File: src/rtl/fifo_pkg.sv
// -----------------------------------------------------------------------------
// fifo_pkg
// Shared definitions for the FIFO write-side controller:
//   - fill_st_e : registered fill-state encoding (EMPTY/PART/AFULL/FULL)
//   - FILL_ST_W : width of the fill-state register
//   - fill_state(): maps an entry count onto a fill state
// -----------------------------------------------------------------------------
package fifo_pkg;

  localparam int FILL_ST_W = 2;

  typedef enum logic [FILL_ST_W-1:0] {
    ST_EMPTY = 2'd0,  // occ == 0
    ST_PART  = 2'd1,  // 0 < occ < AF_THR
    ST_AFULL = 2'd2,  // AF_THR <= occ < MEM_SIZE
    ST_FULL  = 2'd3   // occ == MEM_SIZE
  } fill_st_e;

  // Decode an entry count into its fill state.
  function automatic fill_st_e fill_state(input int occ, input int af_thr,
                                          input int mem_size);
    fill_st_e st;
    if (occ == 0)             st = ST_EMPTY;
    else if (occ >= mem_size) st = ST_FULL;
    else if (occ >= af_thr)   st = ST_AFULL;
    else                      st = ST_PART;
    return st;
  endfunction

endpackage : fifo_pkg

File: src/rtl/fifo_wr_ctrl_if.sv
// -----------------------------------------------------------------------------
// fifo_wr_ctrl_if
// Producer/controller handshake bundle for fifo_wr_ctrl.
//   master (producer side) drives : fifo_wr, pop, err_clr
//   slave  (controller) drives    : push, wr_ptr, occ, fifo_empty,
//                                   almost_full, fifo_full, wr_ovf
// Parameter PTR_L must match the PTR_L of the controller it connects to.
// -----------------------------------------------------------------------------
interface fifo_wr_ctrl_if #(
  parameter int PTR_L = 2
);

  logic             fifo_wr;      // write request from producer
  logic             pop;          // read side removes one entry this cycle
  logic             err_clr;      // clears sticky overflow flag
  logic             push;         // memory write enable this cycle
  logic [PTR_L-1:0] wr_ptr;       // memory address for the current push
  logic [PTR_L:0]   occ;          // entry count, 0..MEM_SIZE
  logic             fifo_empty;
  logic             almost_full;
  logic             fifo_full;
  logic             wr_ovf;       // sticky overflow error

  modport master (
    output fifo_wr, pop, err_clr,
    input  push, wr_ptr, occ, fifo_empty, almost_full, fifo_full, wr_ovf
  );

  modport slave (
    input  fifo_wr, pop, err_clr,
    output push, wr_ptr, occ, fifo_empty, almost_full, fifo_full, wr_ovf
  );

endinterface : fifo_wr_ctrl_if

File: src/rtl/ptr_wrap_cnt.sv
// -----------------------------------------------------------------------------
// ptr_wrap_cnt
// Modulo-MEM_SIZE address counter. Works for any MEM_SIZE >= 2, not only
// powers of two, by wrapping explicitly at MEM_SIZE-1.
// Ports:
//   clk     : clock, rising edge
//   reset_L : asynchronous active-low reset, clears ptr to 0
//   inc     : advance the pointer by one this cycle
//   ptr     : current pointer value, 0..MEM_SIZE-1
// -----------------------------------------------------------------------------
module ptr_wrap_cnt #(
  parameter int MEM_SIZE = 4,
  parameter int PTR_L    = 2
) (
  input  logic             clk,
  input  logic             reset_L,
  input  logic             inc,
  output logic [PTR_L-1:0] ptr
);

  localparam logic [PTR_L-1:0] PTR_LAST = PTR_L'(MEM_SIZE - 1);

  logic [PTR_L-1:0] ptr_q, ptr_d;

  // NOTE: combinational blocks use blocking '=' and assign every output a
  // default first, so no path through the block leaves a latch behind.
  always_comb begin
    ptr_d = ptr_q;
    if (inc) begin
      ptr_d = (ptr_q == PTR_LAST) ? '0 : ptr_q + PTR_L'(1);
    end
  end

  // NOTE: sequential state uses non-blocking '<=' so every flop samples the
  // pre-edge value of its neighbours regardless of statement order.
  always_ff @(posedge clk or negedge reset_L) begin
    if (!reset_L) ptr_q <= '0;
    else          ptr_q <= ptr_d;
  end

  assign ptr = ptr_q;

endmodule : ptr_wrap_cnt

File: src/rtl/fifo_wr_ctrl.sv
// -----------------------------------------------------------------------------
// fifo_wr_ctrl
// Write-side controller of a FIFO: produces the memory write enable and
// address, tracks occupancy against read-side pops, and reports fill status.
// Ports:
//   clk     : clock, rising edge
//   reset_L : asynchronous active-low reset
//   bus     : fifo_wr_ctrl_if.slave
//             in : fifo_wr, pop, err_clr
//             out: push, wr_ptr, occ, fifo_empty, almost_full, fifo_full,
//                  wr_ovf
// Parameters:
//   MEM_SIZE : number of entries (>= 2, any integer)
//   PTR_L    : pointer width, 2**PTR_L >= MEM_SIZE
//   AF_THR   : almost-full threshold in entries, 1..MEM_SIZE-1
// Configuration:
//   FIFO_WR_OVF_ERR_EN : when defined, wr_ovf is a sticky flag set by a
//                        write attempt while full and cleared by err_clr.
//                        When undefined, wr_ovf is tied 0 and err_clr is
//                        ignored.
// -----------------------------------------------------------------------------
module fifo_wr_ctrl
  import fifo_pkg::*;
#(
  parameter int MEM_SIZE = 4,
  parameter int PTR_L    = 2,
  parameter int AF_THR   = 3
) (
  input  logic           clk,
  input  logic           reset_L,
  fifo_wr_ctrl_if.slave  bus
);

  localparam int OCC_W = PTR_L + 1;

  logic [OCC_W-1:0] occ_q, occ_d;
  fill_st_e         state_q, state_d;
  logic             push;
  logic             pop_eff;
  logic             full_flag;
  logic [PTR_L-1:0] wr_ptr;

  // ---------------------------------------------------------------------------
  // Write enable and address
  // ---------------------------------------------------------------------------
  assign full_flag = (state_q == ST_FULL);

  // Gating with reset_L keeps push low for the whole reset window, since a
  // combinational output cannot be cleared by the registers' async reset.
  // Using the registered full flag means a pop in a full cycle cannot make
  // room for a push in that same cycle.
  assign push = bus.fifo_wr & ~full_flag & reset_L;

  ptr_wrap_cnt #(
    .MEM_SIZE (MEM_SIZE),
    .PTR_L    (PTR_L)
  ) u_wr_ptr (
    .clk     (clk),
    .reset_L (reset_L),
    .inc     (push),
    .ptr     (wr_ptr)
  );

  // ---------------------------------------------------------------------------
  // Occupancy
  // ---------------------------------------------------------------------------
  // A pop against an empty FIFO is dropped so occ can never underflow.
  assign pop_eff = bus.pop & (occ_q != '0);

  always_comb begin
    occ_d = occ_q;
    unique case ({push, pop_eff})
      2'b10:   occ_d = occ_q + OCC_W'(1);
      2'b01:   occ_d = occ_q - OCC_W'(1);
      default: occ_d = occ_q;
    endcase
  end

  // ---------------------------------------------------------------------------
  // Fill-state machine
  // ---------------------------------------------------------------------------
  // Decoding from occ_d (not occ_q) lets the flags move on the same edge as
  // the count. occ changes by at most one per edge, so the decoded state can
  // only step to an adjacent state.
  always_comb begin
    state_d = state_q;
    state_d = fill_state(int'(occ_d), AF_THR, MEM_SIZE);
  end

  // NOTE: only control/state flops live here and all of them get the async
  // reset; there is no storage array in this block that would need to be
  // left unreset.
  always_ff @(posedge clk or negedge reset_L) begin
    if (!reset_L) begin
      occ_q   <= '0;
      state_q <= ST_EMPTY;
    end else begin
      occ_q   <= occ_d;
      state_q <= state_d;
    end
  end

  // ---------------------------------------------------------------------------
  // Overflow error
  // ---------------------------------------------------------------------------
`ifdef FIFO_WR_OVF_ERR_EN
  logic wr_ovf_q, wr_ovf_d;

  // A new overflow has priority over a clear request in the same cycle.
  always_comb begin
    wr_ovf_d = wr_ovf_q;
    if (bus.fifo_wr && full_flag) wr_ovf_d = 1'b1;
    else if (bus.err_clr)         wr_ovf_d = 1'b0;
  end

  always_ff @(posedge clk or negedge reset_L) begin
    if (!reset_L) wr_ovf_q <= 1'b0;
    else          wr_ovf_q <= wr_ovf_d;
  end

  assign bus.wr_ovf = wr_ovf_q;
`else
  logic unused_err_clr;
  assign unused_err_clr = bus.err_clr;
  assign bus.wr_ovf     = 1'b0;
`endif

  // ---------------------------------------------------------------------------
  // Outputs
  // ---------------------------------------------------------------------------
  assign bus.push        = push;
  assign bus.wr_ptr      = wr_ptr;
  assign bus.occ         = occ_q;
  assign bus.fifo_empty  = (state_q == ST_EMPTY);
  assign bus.almost_full = (state_q == ST_AFULL) || (state_q == ST_FULL);
  assign bus.fifo_full   = full_flag;

endmodule : fifo_wr_ctrl

File: src/flat_wrapper.sv
// flat-port wrapper written by rule: the top's interface ports become plain ports
module fifo_wr_ctrl_flat import fifo_pkg::*;
#(
  parameter int MEM_SIZE = 4,
  parameter int PTR_L    = 2,
  parameter int AF_THR   = 3
)
  (clk, reset_L, bus_fifo_wr, bus_pop, bus_err_clr, bus_push, bus_wr_ptr, bus_occ, bus_fifo_empty, bus_almost_full, bus_fifo_full, bus_wr_ovf);
  fifo_wr_ctrl_if #(.PTR_L(PTR_L)) bus_i ();
  input  logic clk;
  input  logic reset_L;
  input wire logic [$bits(bus_i.fifo_wr)-1:0] bus_fifo_wr;
  input wire logic [$bits(bus_i.pop)-1:0] bus_pop;
  input wire logic [$bits(bus_i.err_clr)-1:0] bus_err_clr;
  output wire logic [$bits(bus_i.push)-1:0] bus_push;
  output wire logic [$bits(bus_i.wr_ptr)-1:0] bus_wr_ptr;
  output wire logic [$bits(bus_i.occ)-1:0] bus_occ;
  output wire logic [$bits(bus_i.fifo_empty)-1:0] bus_fifo_empty;
  output wire logic [$bits(bus_i.almost_full)-1:0] bus_almost_full;
  output wire logic [$bits(bus_i.fifo_full)-1:0] bus_fifo_full;
  output wire logic [$bits(bus_i.wr_ovf)-1:0] bus_wr_ovf;
  assign bus_i.fifo_wr = bus_fifo_wr;
  assign bus_i.pop = bus_pop;
  assign bus_i.err_clr = bus_err_clr;
  assign bus_push = bus_i.push;
  assign bus_wr_ptr = bus_i.wr_ptr;
  assign bus_occ = bus_i.occ;
  assign bus_fifo_empty = bus_i.fifo_empty;
  assign bus_almost_full = bus_i.almost_full;
  assign bus_fifo_full = bus_i.fifo_full;
  assign bus_wr_ovf = bus_i.wr_ovf;
  fifo_wr_ctrl #(.MEM_SIZE(MEM_SIZE), .PTR_L(PTR_L), .AF_THR(AF_THR)) u_core (.clk(clk), .reset_L(reset_L), .bus(bus_i));
endmodule
File: config.mk
export PLATFORM = sky130hd
export DESIGN_NAME = fifo_wr_ctrl_flat
export DESIGN_NICKNAME = d
export VERILOG_FILES = /design/src/rtl/fifo_pkg.sv /design/src/rtl/fifo_wr_ctrl_if.sv /design/src/rtl/ptr_wrap_cnt.sv /design/src/rtl/fifo_wr_ctrl.sv /design/src/flat_wrapper.sv
export SDC_FILE = /design/constraint.sdc
export NUM_CORES = 1
export LEC_CHECK = 0
export ABC_AREA = 1
export CAP_MARGIN = 15
export CORE_AREA = 2 2 39 41
export DETAILED_ROUTE_END_ITERATION = 7
export DIE_AREA = 0 0 41 43
export DONT_BUFFER_PORTS = 1
export HOLD_SLACK_MARGIN = 0.1
export MAX_ROUTING_LAYER = met4
export PLACE_DENSITY = 0.53
export SYNTH_ARGS = -nofsm -noshare
export SYNTH_HDL_FRONTEND = slang
export SYNTH_SLANG_ARGS = --single-unit
File: constraint.sdc
create_clock -name clk -period 2.9 [get_ports clk]
set_clock_uncertainty 0.1 [all_clocks]
set_input_delay 0.58 -clock clk [delete_from_list [all_inputs] [get_ports clk]]
set_output_delay 0.58 -clock clk [all_outputs]
set_load 0.005 [all_outputs]
Word level (Yosys, flattened, before mapping)
Cells that the tools add are included.
{"block": "word_totals", "regBits": 7, "latch_bits": 0, "ram_bits": 0, "mem_bits_ro": 0, "in_bits": 5, "out_inout_bits": 10, "word_cells": 26, "n_memories": 0}
{"block": "op_classes", "addsub": 3, "n_mul": 0, "div": 0, "magnitude_cmp": 2, "eq_ne": 5, "shifts": 0, "n_mux": 5, "bitwise_logic": 4, "reduce_logical": 4}
{"cell": "== test 2 bit (second input constant)", "count": 4}
{"cell": "2-to-1 mux 2 bit", "count": 4}
{"cell": "one-hot mux 3 bit (2 select lines)", "count": 1}
{"cell": "adder 3 x 1 -> 3 bit (second input constant)", "count": 1}
{"cell": "AND 1 bit", "count": 3}
{"cell": "greater-or-equal comparator 3 x 2 -> 1 bit (second input constant)", "count": 1}
{"cell": "greater-or-equal comparator 3 bit (second input constant)", "count": 1}
{"cell": "zero test 3 bit", "count": 1}
{"cell": "nonzero test 3 bit", "count": 1}
{"cell": "subtractor 3 x 1 -> 3 bit (second input constant)", "count": 1}
{"cell": "adder 2 x 1 -> 2 bit (second input constant)", "count": 1}
{"cell": "== test 2 x 1 -> 1 bit (second input constant)", "count": 1}
{"cell": "zero test 2 bit", "count": 1}
{"cell": "logical OR 1 bit", "count": 1}
{"cell": "NOT 1 bit", "count": 1}

Logic depth before layout (Yosys ltp)
Gate-level depths: netlist of run 1.
{"block": "logic_depth", "depth_word": 10, "mapped_depth": 10, "depth_no_buf": 10}

Cells and area by module
Synthesis of run 1 repeated with hierarchy kept, for this count alone.
{"block": "hier_totals", "hier_cells": 56, "hier_area_um2": 429.2}
{"mod": "fifo_wr_ctrl", "n_inst": 1, "cells_each": 45, "area_per_inst_um2": 336.6}
{"mod": "ptr_wrap_cnt", "n_inst": 1, "cells_each": 11, "area_per_inst_um2": 92.6}

Worst setup path before layout of run 1
No wires, ideal clock.
{"block": "synth_path", "path_kind": "input-to-reg", "startpoint": "in reset_L", "endpoint": "reg u_core.state_q[0]", "setup_time_ns": 0.123, "t_arrival_ns": 1.748, "required_time_ns": 2.677, "path_slack_ns": 0.929, "cell_stages": 8, "path_buffers": 0, "cell_sequence": "nand3_1 -> ha_1 -> inv_1 -> fa_1 -> o21ai_2 -> nand2_2 -> nand2_2 -> nand3_2"}
{"block": "synth_via", "elab_chain_len": 7}
{"item": "start, declared", "line_no": "flat_wrapper.sv:11", "rtl": "input logic reset_L;"}
{"item": "AND 1 bit *", "line_no": "fifo_wr_ctrl.sv:52", "rtl": "assign push = bus.fifo_wr & ~full_flag & reset_L;"}
{"item": "== test 2 x 1 -> 1 bit or == test 2 bit (tied branches)", "line_no": "fifo_wr_ctrl.sv:72", "rtl": "unique case ({push, pop_eff})"}
{"item": "one-hot mux 3 bit (2 select lines) *", "line_no": "fifo_wr_ctrl.sv:72"}
{"item": "named net u_core.occ_d[1]", "line_no": "fifo_wr_ctrl.sv:36", "rtl": "logic [OCC_W-1:0] occ_q, occ_d;"}
{"item": "greater-or-equal comparator 3 x 2 -> 1 bit", "line_no": "fifo_pkg.sv:25", "rtl": "else if (occ >= af_thr) st = ST_AFULL;"}
{"item": "2-to-1 mux 2 bit", "line_no": "fifo_pkg.sv:25"}
{"item": "2-to-1 mux 2 bit", "line_no": "fifo_pkg.sv:24", "rtl": "else if (occ >= mem_size) st = ST_FULL;"}
{"item": "2-to-1 mux 2 bit *", "line_no": "fifo_pkg.sv:23", "rtl": "if (occ == 0) st = ST_EMPTY;"}
{"item": "named net u_core.state_d[0]", "line_no": "fifo_wr_ctrl.sv:37", "rtl": "fill_st_e state_q, state_d;"}
{"item": "end signal, assigned", "line_no": "fifo_wr_ctrl.sv:99", "rtl": "state_q <= state_d;"}
{"item": "end, declared", "line_no": "fifo_wr_ctrl.sv:37"}
Mark *: on every way through the listed nets, which the timed path passes. The rest lies on a longest branch.
A chain may end at the register's enable or synchronous reset.

Worst setup path after layout of run 1
{"block": "layout_path", "startpoint": "reg u_core.occ_q[0] (netlist: u_core.bus.occ[0])", "endpoint": "reg u_core.state_q[0]"}
{"block": "layout_via", "elab_chain_len": 8}
{"item": "start, declared", "line_no": "fifo_wr_ctrl.sv:36"}
{"item": "start signal, assigned", "line_no": "fifo_wr_ctrl.sv:95", "rtl": "occ_q <= '0;"}
{"item": "start signal, assigned", "line_no": "fifo_wr_ctrl.sv:98", "rtl": "occ_q <= occ_d;"}
{"item": "nonzero test 3 bit", "line_no": "fifo_wr_ctrl.sv:68", "rtl": "assign pop_eff = bus.pop & (occ_q != '0);"}
{"item": "AND 1 bit", "line_no": "fifo_wr_ctrl.sv:68"}
{"item": "== test 2 x 1 -> 1 bit or == test 2 bit (tied branches)", "line_no": "fifo_wr_ctrl.sv:72"}
{"item": "one-hot mux 3 bit (2 select lines) *", "line_no": "fifo_wr_ctrl.sv:72"}
{"item": "named net u_core.occ_d[1]", "line_no": "fifo_wr_ctrl.sv:36"}
{"item": "greater-or-equal comparator 3 x 2 -> 1 bit", "line_no": "fifo_pkg.sv:25"}
{"item": "2-to-1 mux 2 bit", "line_no": "fifo_pkg.sv:25"}
{"item": "2-to-1 mux 2 bit", "line_no": "fifo_pkg.sv:24"}
{"item": "2-to-1 mux 2 bit *", "line_no": "fifo_pkg.sv:23"}
{"item": "named net u_core.state_d[0]", "line_no": "fifo_wr_ctrl.sv:37"}
Marks and branches as above.

==> results of run 1 <==
-- per-stage QoR --
stage                     setup WS (ns)  cell area [µm²]  power (mW)
after floorplan                  0.9290            422.9      0.4430
after global placement           0.7951            431.7      0.4874
after detailed placement         0.8020            431.7      0.4920
after CTS                        0.8422            467.9      0.5889
after global routing             0.7342            467.9      0.6466
final                            0.8408            467.9      0.5800
-- area by class of cell --
cell class / count / area, µm² / area share (%)
multi-input combinational: 37 / 202.7 / 43.32
sequential: 7 / 175.2 / 37.43
inverter: 9 / 33.78 / 7.219
clock buffer: 4 / 26.28 / 5.615
tap: 16 / 20.02 / 4.278
timing repair buffer: 1 / 10.01 / 2.139
-- worst max-delay path by stage --
| stage | from | endpoint | slack, ns |
|---|---|---|---|
| 2_1_floorplan | reset_L | u_core.state_q[0]$_DFF_PN0_ | 0.93 |
| 3_3_place_gp | reset_L | u_core.state_q[0]$_DFF_PN0_ | 0.80 |
| 3_5_place_dp | reset_L | u_core.state_q[0]$_DFF_PN0_ | 0.80 |
| 4_1_cts | u_core.bus.occ[0]$_DFF_PN0_ | u_core.state_q[0]$_DFF_PN0_ | 0.84 |
| 5_1_grt | u_core.bus.occ[0]$_DFF_PN0_ | u_core.state_q[0]$_DFF_PN0_ | 0.73 |
| 6_report | u_core.bus.occ[0]$_DFF_PN0_ | u_core.state_q[0]$_DFF_PN0_ | 0.84 |
-- logic make-up (layout without fill, tap and decap cells) --
logic type                 after synthesis  count (layout)  synth area share, %
other                                    1               1               0.8867
adders and majority gates                3               3                10.65
DFF                                      7               7                41.42
AOI/OAI and AO/OA                        2               2                3.552
buffers and inverters                   11              14                10.65
and+or+nand+nor                         31              31                32.84
-- worst register-to-register path: stages (launching register included) --
cell	delay [ns]
dfrtp_1	0.40
inv_1	0.13
a31oi_1	0.19
ha_1	0.19
inv_1	0.07
fa_1	0.48
o21ai_2	0.17
nand2_2	0.08
nand2_2	0.07
nand3_2	0.05
-- cells in the final DEF (no fill, tap or decap) --
cell	netlist	routed
nand2_1	20	20
conb_1	1	1
nand3_1	3	3
clkbuf_1	1	1
inv_1	8	8
nand3_2	1	1
fa_1	1	1
nand2_2	4	4
nand4_1	1	1
nor2_1	2	2
dfrtp_1	7	7
a31oi_1	1	1
dlygate4sd3_1	0	1
inv_2	1	1
ha_1	2	2
clkbuf_4	0	3
o21ai_2	1	1
-- report_power, final --
group          switching [mW]  total, mW  internal [mW]
registers              0.0468      0.194          0.148
logic                   0.187      0.297          0.110
clock network          0.0361     0.0886         0.0525
total                   0.270      0.580          0.310
-- per-layer routing --
layer	vias up	share of wire, %	GRT usage, %
met5	-	0	-
met4	0	0	4.000
met3	0	9.5	7.853
met2	9	44	11.56
met1	154	46	13.33
li1	170	-	-
-- repair_timing --
item | 4_1_cts | 5_1_grt
resized for setup | 0 | 0
setup buffers | 0 | 0
hold endpoints to repair | 7 | 0
endpoints found under the setup margin | 0 | 0
hold buffers | 1 | 0
-- Yosys cell counts --
library cell	n	area (µm²)
nor2_1	2	7.510
inv_2	1	3.750
nand2_2	4	25.02
nand4_1	1	6.260
clkbuf_1	1	3.750
nand3_2	1	10.01
dfrtp_1	7	175.2
buf_4	1	7.510
ha_1	2	25.02
conb_1	1	3.750
inv_1	8	30.03
a31oi_1	1	6.260
nand2_1	20	75.07
o21ai_2	1	8.760
nand3_1	3	15.01
fa_1	1	20.02
-- flip-flops by register name (all words and copies together) (netlist names) --
signal and cells:
u_core.bus.occ 3, u_core.state_q 2, u_core.u_wr_ptr.ptr 2
==> Implementation_results.wiki, run 1 <==
{| class="wikitable"
! Metric !! Value
|-
| CTS tree || done
|-
| # IOs || 15
|-
| Setup repair after global routing missed its margin || no
|-
| Root Buffer || clkbuf_4
|-
| Worst R2R Setup Slack || 0.84 ns
|-
| Detail-routed net length per standard cell || 10.08 µm
|-
| Period utilisation layout || 71.01%
|-
| Avg Inst Size Synth || 7.689 µm²
|-
| Hold endpoint || u_core.u_wr_ptr.ptr[1]$_DFFE_PN0P_
|-
| Leakage power summed over all cells || 0.2663 nW
|-
| Max_cap viols || 0
|-
| Data arrival time of the worst path || 2.09 ns
|-
| Worst Path Class, Setup || reg2reg
|-
| Die Span Y || 43 µm
|-
| Worst hold margin || 0.4400 ns
|-
| CTS H-tree depth || 1
|-
| Count of standard-cell rows || 14
|-
| Sum of net half-perimeters after detailed placement || 607 µm
|-
| Iteration-0 DRC Markers || 5
|-
| Largest delay contributor family on the critical path || adder cells
|-
| Shortest period the worst path allows || 2.059 ns
|-
| Worst hold stages || 2
|-
| Min-Delay Path Class || reg2reg
|-
| Nets || 67
|-
| Largest fanout on the critical path || 4
|-
| Setup total negative slack || 0 ns
|-
| Latest clock arrival within the worst-skew pair || 0.25 ns
|-
| Core region area || 0.001384 mm²
|-
| Buffers from clock root to sink, at most || 2
|-
| Maximum clock rate || 485.6 MHz
|-
| End of the worst register-to-register path || u_core.state_q[0]$_DFF_PN0_
|-
| Total CTS buffers || 3
|-
| Die width || 41 µm
|-
| Post-route DRC violation count || 0
|-
| Min-delay src || u_core.u_wr_ptr.ptr[1]$_DFFE_PN0P_
|-
| Number of non-filler instances in the completed layout || 74
|-
| Clock transition at the registers of the reported paths || 0.06 ns
|-
| Count of cells along the worst register-to-register path || 9
|-
| Data required time at the worst endpoint || 2.93 ns
|-
| Initial core utilization || 30.56%
|-
| Via count of the first global-routing pass || 294
|-
| Inst Count DP || 69
|-
| Cell depth of the worst setup path || 9
|-
| Global-route wire length before repair || 1.131 mm
|-
| Delay of the slowest critical-path stage || 0.48 ns
|-
| Master of the slowest instance on the critical path || fa_1
|-
| First-pass detailed-route iteration total || 2
|-
| Number of antenna violations at the first check in global routing || 0
|-
| Reg2reg start || u_core.bus.occ[0]$_DFF_PN0_
|-
| Count of antenna diodes in the layout || 0
|-
| Critical path, cell by cell || inv_1 -> a31oi_1 -> ha_1 -> inv_1 -> fa_1 -> o21ai_2 -> nand2_2 -> nand2_2 -> nand3_2
|-
| Unique cell type count in the Yosys netlist || 16
|-
| Core Util, Final || 33.82%
|-
| Sequential cell area fraction in the yosys report || 41.42%
|-
| Power Density || 1239 mW/mm²
|-
| Final ANT Viol Nets || 0
|-
| Outcome || completed
|-
| Highest ir drop seen on vdd || 0.5682 mV
|-
| Crit path buf inv count || 2
|-
| Port bufs || 0
|-
| Layout cell share with drive strength beyond 1 || 17.24%
|-
| Hold Fails Final Rpt || 0
|-
| Number of standard cells after synthesis || 55
|-
| Global placement routability congestion || 0.7132
|-
| Yosys warning total || 0
|-
| GRT overflow || 0
|-
| # fillers || 151
|-
| Total clock sinks || 7
|-
| Combined area of all synthesized cells || 422.9 µm²
|-
| Category of the worst setup path capture point || flip-flop
|-
| Pin count of the biggest net entering global routing || 8
|-
| Yosys reg bits || 7
|-
| Area delta synth->final || 10.65%
|-
| Mapped Nets || 63
|-
| Number of slew-limit violations in the final report || 0
|-
| Via count || 333
|-
| GRT Resource Usage Total || 10.20%
|-
| Routed Wire Length || 746 µm
|-
| Critical path startpoint category || flip-flop
|-
| Number of setup violations in the final report || 0
|-
| Via-to-Cell Ratio || 4.500
|-
| Area of the die || 0.001763 mm²
|}
Power figures use the tool's default switching activity.
==> run 2: changes to the inputs <==
Settings changed: PLACE_DENSITY 0.53 to 0.55.
Clock period 2.9 ns to 1.7 ns, I/O delays scaled along.
==> Implementation_results.wiki, run 2 (synthesized netlist as in run 1, its figures left out) <==
{| class="wikitable"
! Metric !! Value
|-
| Outcome || finished with violations
|-
| Data arrival time of the worst path || 1.92 ns (-0.17 ns)
|-
| Pwr Total || 1.262 mW (+120%)
|-
| Leakage power summed over all cells || 0.3217 nW (+21%)
|-
| Data required time at the worst endpoint || 1.74 ns (-1.19 ns)
|-
| Highest ir drop seen on vdd || 0.9736 mV (+71%)
|-
| Worst hold margin || 0.2937 ns (-0.1462 ns)
|-
| Min-Delay Path Class || in2reg
|-
| Number of non-filler instances in the completed layout || 86 (+16%)
|-
| Count of standard-cell rows || 14 (unchanged)
|-
| DP Worst Slack || -0.2172 ns (-1.019 ns)
|-
| CTS H-tree depth || 1 (unchanged)
|-
| Detail-routed net length per standard cell || 10.74 µm (+6.6%)
|-
| Delay of the slowest critical-path stage || 0.55 ns (+0.07 ns)
|-
| Master of the slowest instance on the critical path || fa_2
|-
| Worst Path Class, Setup || reg2reg
|-
| Period utilisation layout || 110.8% (+40 points)
|-
| Setup repair after global routing missed its margin || yes
|-
| Area of the die || 0.001763 mm² (unchanged)
|-
| Via count of the first global-routing pass || 389 (+32%)
|-
| Global placement routability congestion || 0.7418 (+4.0%)
|-
| Setup total negative slack || -0.3075 ns (-0.3075 ns)
|-
| Count of antenna diodes in the layout || 0 (unchanged)
|-
| Die Span Y || 43 µm (unchanged)
|-
| Buffers from clock root to sink, at most || 2 (unchanged)
|-
| Area delta synth->final || 37.87%
|-
| Global-route wire length before repair || 1.566 mm (+38%)
|-
| Final ANT Viol Nets || 0 (unchanged)
|-
| Violated checks || setup timing
|-
| Maximum clock rate || 530.9 MHz (+9.3%)
|-
| Hold Fails Final Rpt || 0 (unchanged)
|-
| Clock transition at the registers of the reported paths || 0.05 ns (about the same)
|-
| Largest fanout on the critical path || 2 (-2)
|-
| Max FFs per register || 3 (unchanged)
|-
| Latest clock arrival within the worst-skew pair || 0.25 ns (about the same)
|-
| Setup slack after layout || -0.1837 ns (-1.024 ns)
|-
| Nets || 79 (+18%)
|-
| Category of the worst setup path capture point || flip-flop
|-
| # IOs || 15 (unchanged)
|-
| Routed Wire Length || 924 µm (+24%)
|-
| Via count || 387 (+16%)
|-
| Die width || 41 µm (unchanged)
|-
| Number of setup violations in the final report || 2 (+2)
|-
| First-pass detailed-route iteration total || 4 (+2)
|-
| Port bufs || 0 (unchanged)
|-
| Total clock sinks || 7 (unchanged)
|-
| Most common cell after layout, fill and taps aside || nand2_1
|-
| GRT Resource Usage Total || 14.21% (+4.0 points)
|-
| Layout cell share with drive strength beyond 1 || 48.57% (+31 points)
|-
| Area of all placed cells without fillers || 583.1 µm² (+25%)
|-
| Max_cap viols || 0 (unchanged)
|-
| Critical path, cell by cell || inv_1 -> a31oi_1 -> ha_2 -> inv_2 -> fa_2 -> nand2_1 -> nand2_1 -> nand2_1 -> nand2_2 -> nand3_2
|-
| Most common cell on crit path || nand2_1
|-
| Sum of net half-perimeters after detailed placement || 711.6 µm (+17%)
|-
| Iteration-0 DRC Markers || 6 (+1)
|-
| Number of antenna violations at the first check in global routing || 0 (unchanged)
|-
| Number of slew-limit violations in the final report || 0 (unchanged)
|-
| Root Buffer || clkbuf_4
|-
| GRT overflow || 0 (unchanged)
|-
| Post-Place Cell Area || 499.2 µm² (+16%)
|-
| Inst Count DP || 78 (+13%)
|-
| Power Density || 2164 mW/mm² (+75%)
|-
| Post-route DRC violation count || 0 (unchanged)
|-
| Critical path startpoint category || flip-flop
|-
| Pin count of the biggest net entering global routing || 8 (unchanged)
|-
| Initial core utilization || 30.56% (unchanged)
|-
| Core Util, Final || 42.13% (+8.3 points)
|-
| Most frequent cells in the layout || nand2_1, buf_4, nand2_2, dfrtp_1, inv_2
|-
| CTS tree || done
|-
| Core region area || 0.001384 mm² (unchanged)
|-
| Via-to-Cell Ratio || 4.500 (unchanged)
|-
| Shortest period the worst path allows || 1.884 ns (-0.1755 ns)
|-
| Total CTS buffers || 3 (unchanged)
|}
-- run 2: cell types whose count changed in the layout (fill, tap and decap cells not counted) --
cell | previous run | this run
buf_4 | 0 | 12
fa_1 | 1 | 0
fa_2 | 0 | 1
ha_1 | 2 | 1
ha_2 | 0 | 1
inv_1 | 8 | 4
inv_2 | 1 | 5
nand2_1 | 20 | 16
nand2_2 | 4 | 8
nand3_1 | 3 | 1
nand3_2 | 1 | 3
-- run 2: layout make-up --
| type | instances | area (µm²) |
|---|---|---|
| clock buffer | 4 | 26.28 |
| sequential | 7 | 175.2 |
| multi-input combinational | 37 | 227.7 |
| fill | 141 | 800.8 |
| timing repair buffer | 13 | 100.1 |
| tap | 16 | 20.02 |
| inverter | 9 | 33.78 |
-- run 2: what timing repair did --
item | in CTS | in global routing
resized for setup | 8 | 3
endpoints found under the setup margin | 4 | 4
pin swaps | 10 | 7
buffers inserted | 2 | 1
hold buffers | 1 | 0
endpoints found under the hold margin | 7 | 0
-- run 2: critical path: cells and delay by family (launching register included) --
family          cells  cell delay, ns
buf+inv             2            0.10
flops               1            0.34
compound gates      1            0.17
simple gates        5            0.30
fa+ha+maj           2            0.76
-- run 2: power breakdown --
part	internal [mW]	leakage (nW)	switching, mW
logic	0.373	0.224	0.417
clock network	0.0897	0.0150	0.0640
registers	0.252	0.0831	0.0655
total	0.715	0.322	0.547
-- run 2: worst paths after layout --
| check | startpoint | end | slack, ns | depth (start not counted) |
|---|---|---|---|---|
| max | u_core.bus.occ[1]$_DFF_PN0_ | u_core.state_q[0]$_DFF_PN0_ | -0.18 | 10 |
| min | bus_fifo_wr | u_core.u_wr_ptr.ptr[0]$_DFFE_PN0P_ | 0.29 | 4 |
| max reg2reg | u_core.bus.occ[1]$_DFF_PN0_ | u_core.state_q[0]$_DFF_PN0_ | -0.18 | 10 |
| min reg2reg | u_core.u_wr_ptr.ptr[1]$_DFFE_PN0P_ | u_core.u_wr_ptr.ptr[1]$_DFFE_PN0P_ | 0.45 | 2 |
| max in group asynchronous | reset_L | u_core.bus.occ[2]$_DFF_PN0_ | 0.90 | 1 |
| min in group asynchronous | reset_L | u_core.state_q[1]$_DFF_PN0_ | 0.33 | 1 |
-- run 2: per-layer routing --
metal  wire (µm)  up-vias  part of all wire, %  track usage (%)
met5           0        -                    0                -
met4           6        0                 0.65            4.000
met3          94        2                   10            8.377
met2         436       15                   47            21.25
met1         387      175                   42            15.51
li1            -      195                    -                -
==> run 3: changes to the inputs <==
Settings changed: HOLD_SLACK_MARGIN 0.1 to 0.08.
==> results of run 3 <==
Same layout as run 2: the final DEF is identical, and so are final timing and power.
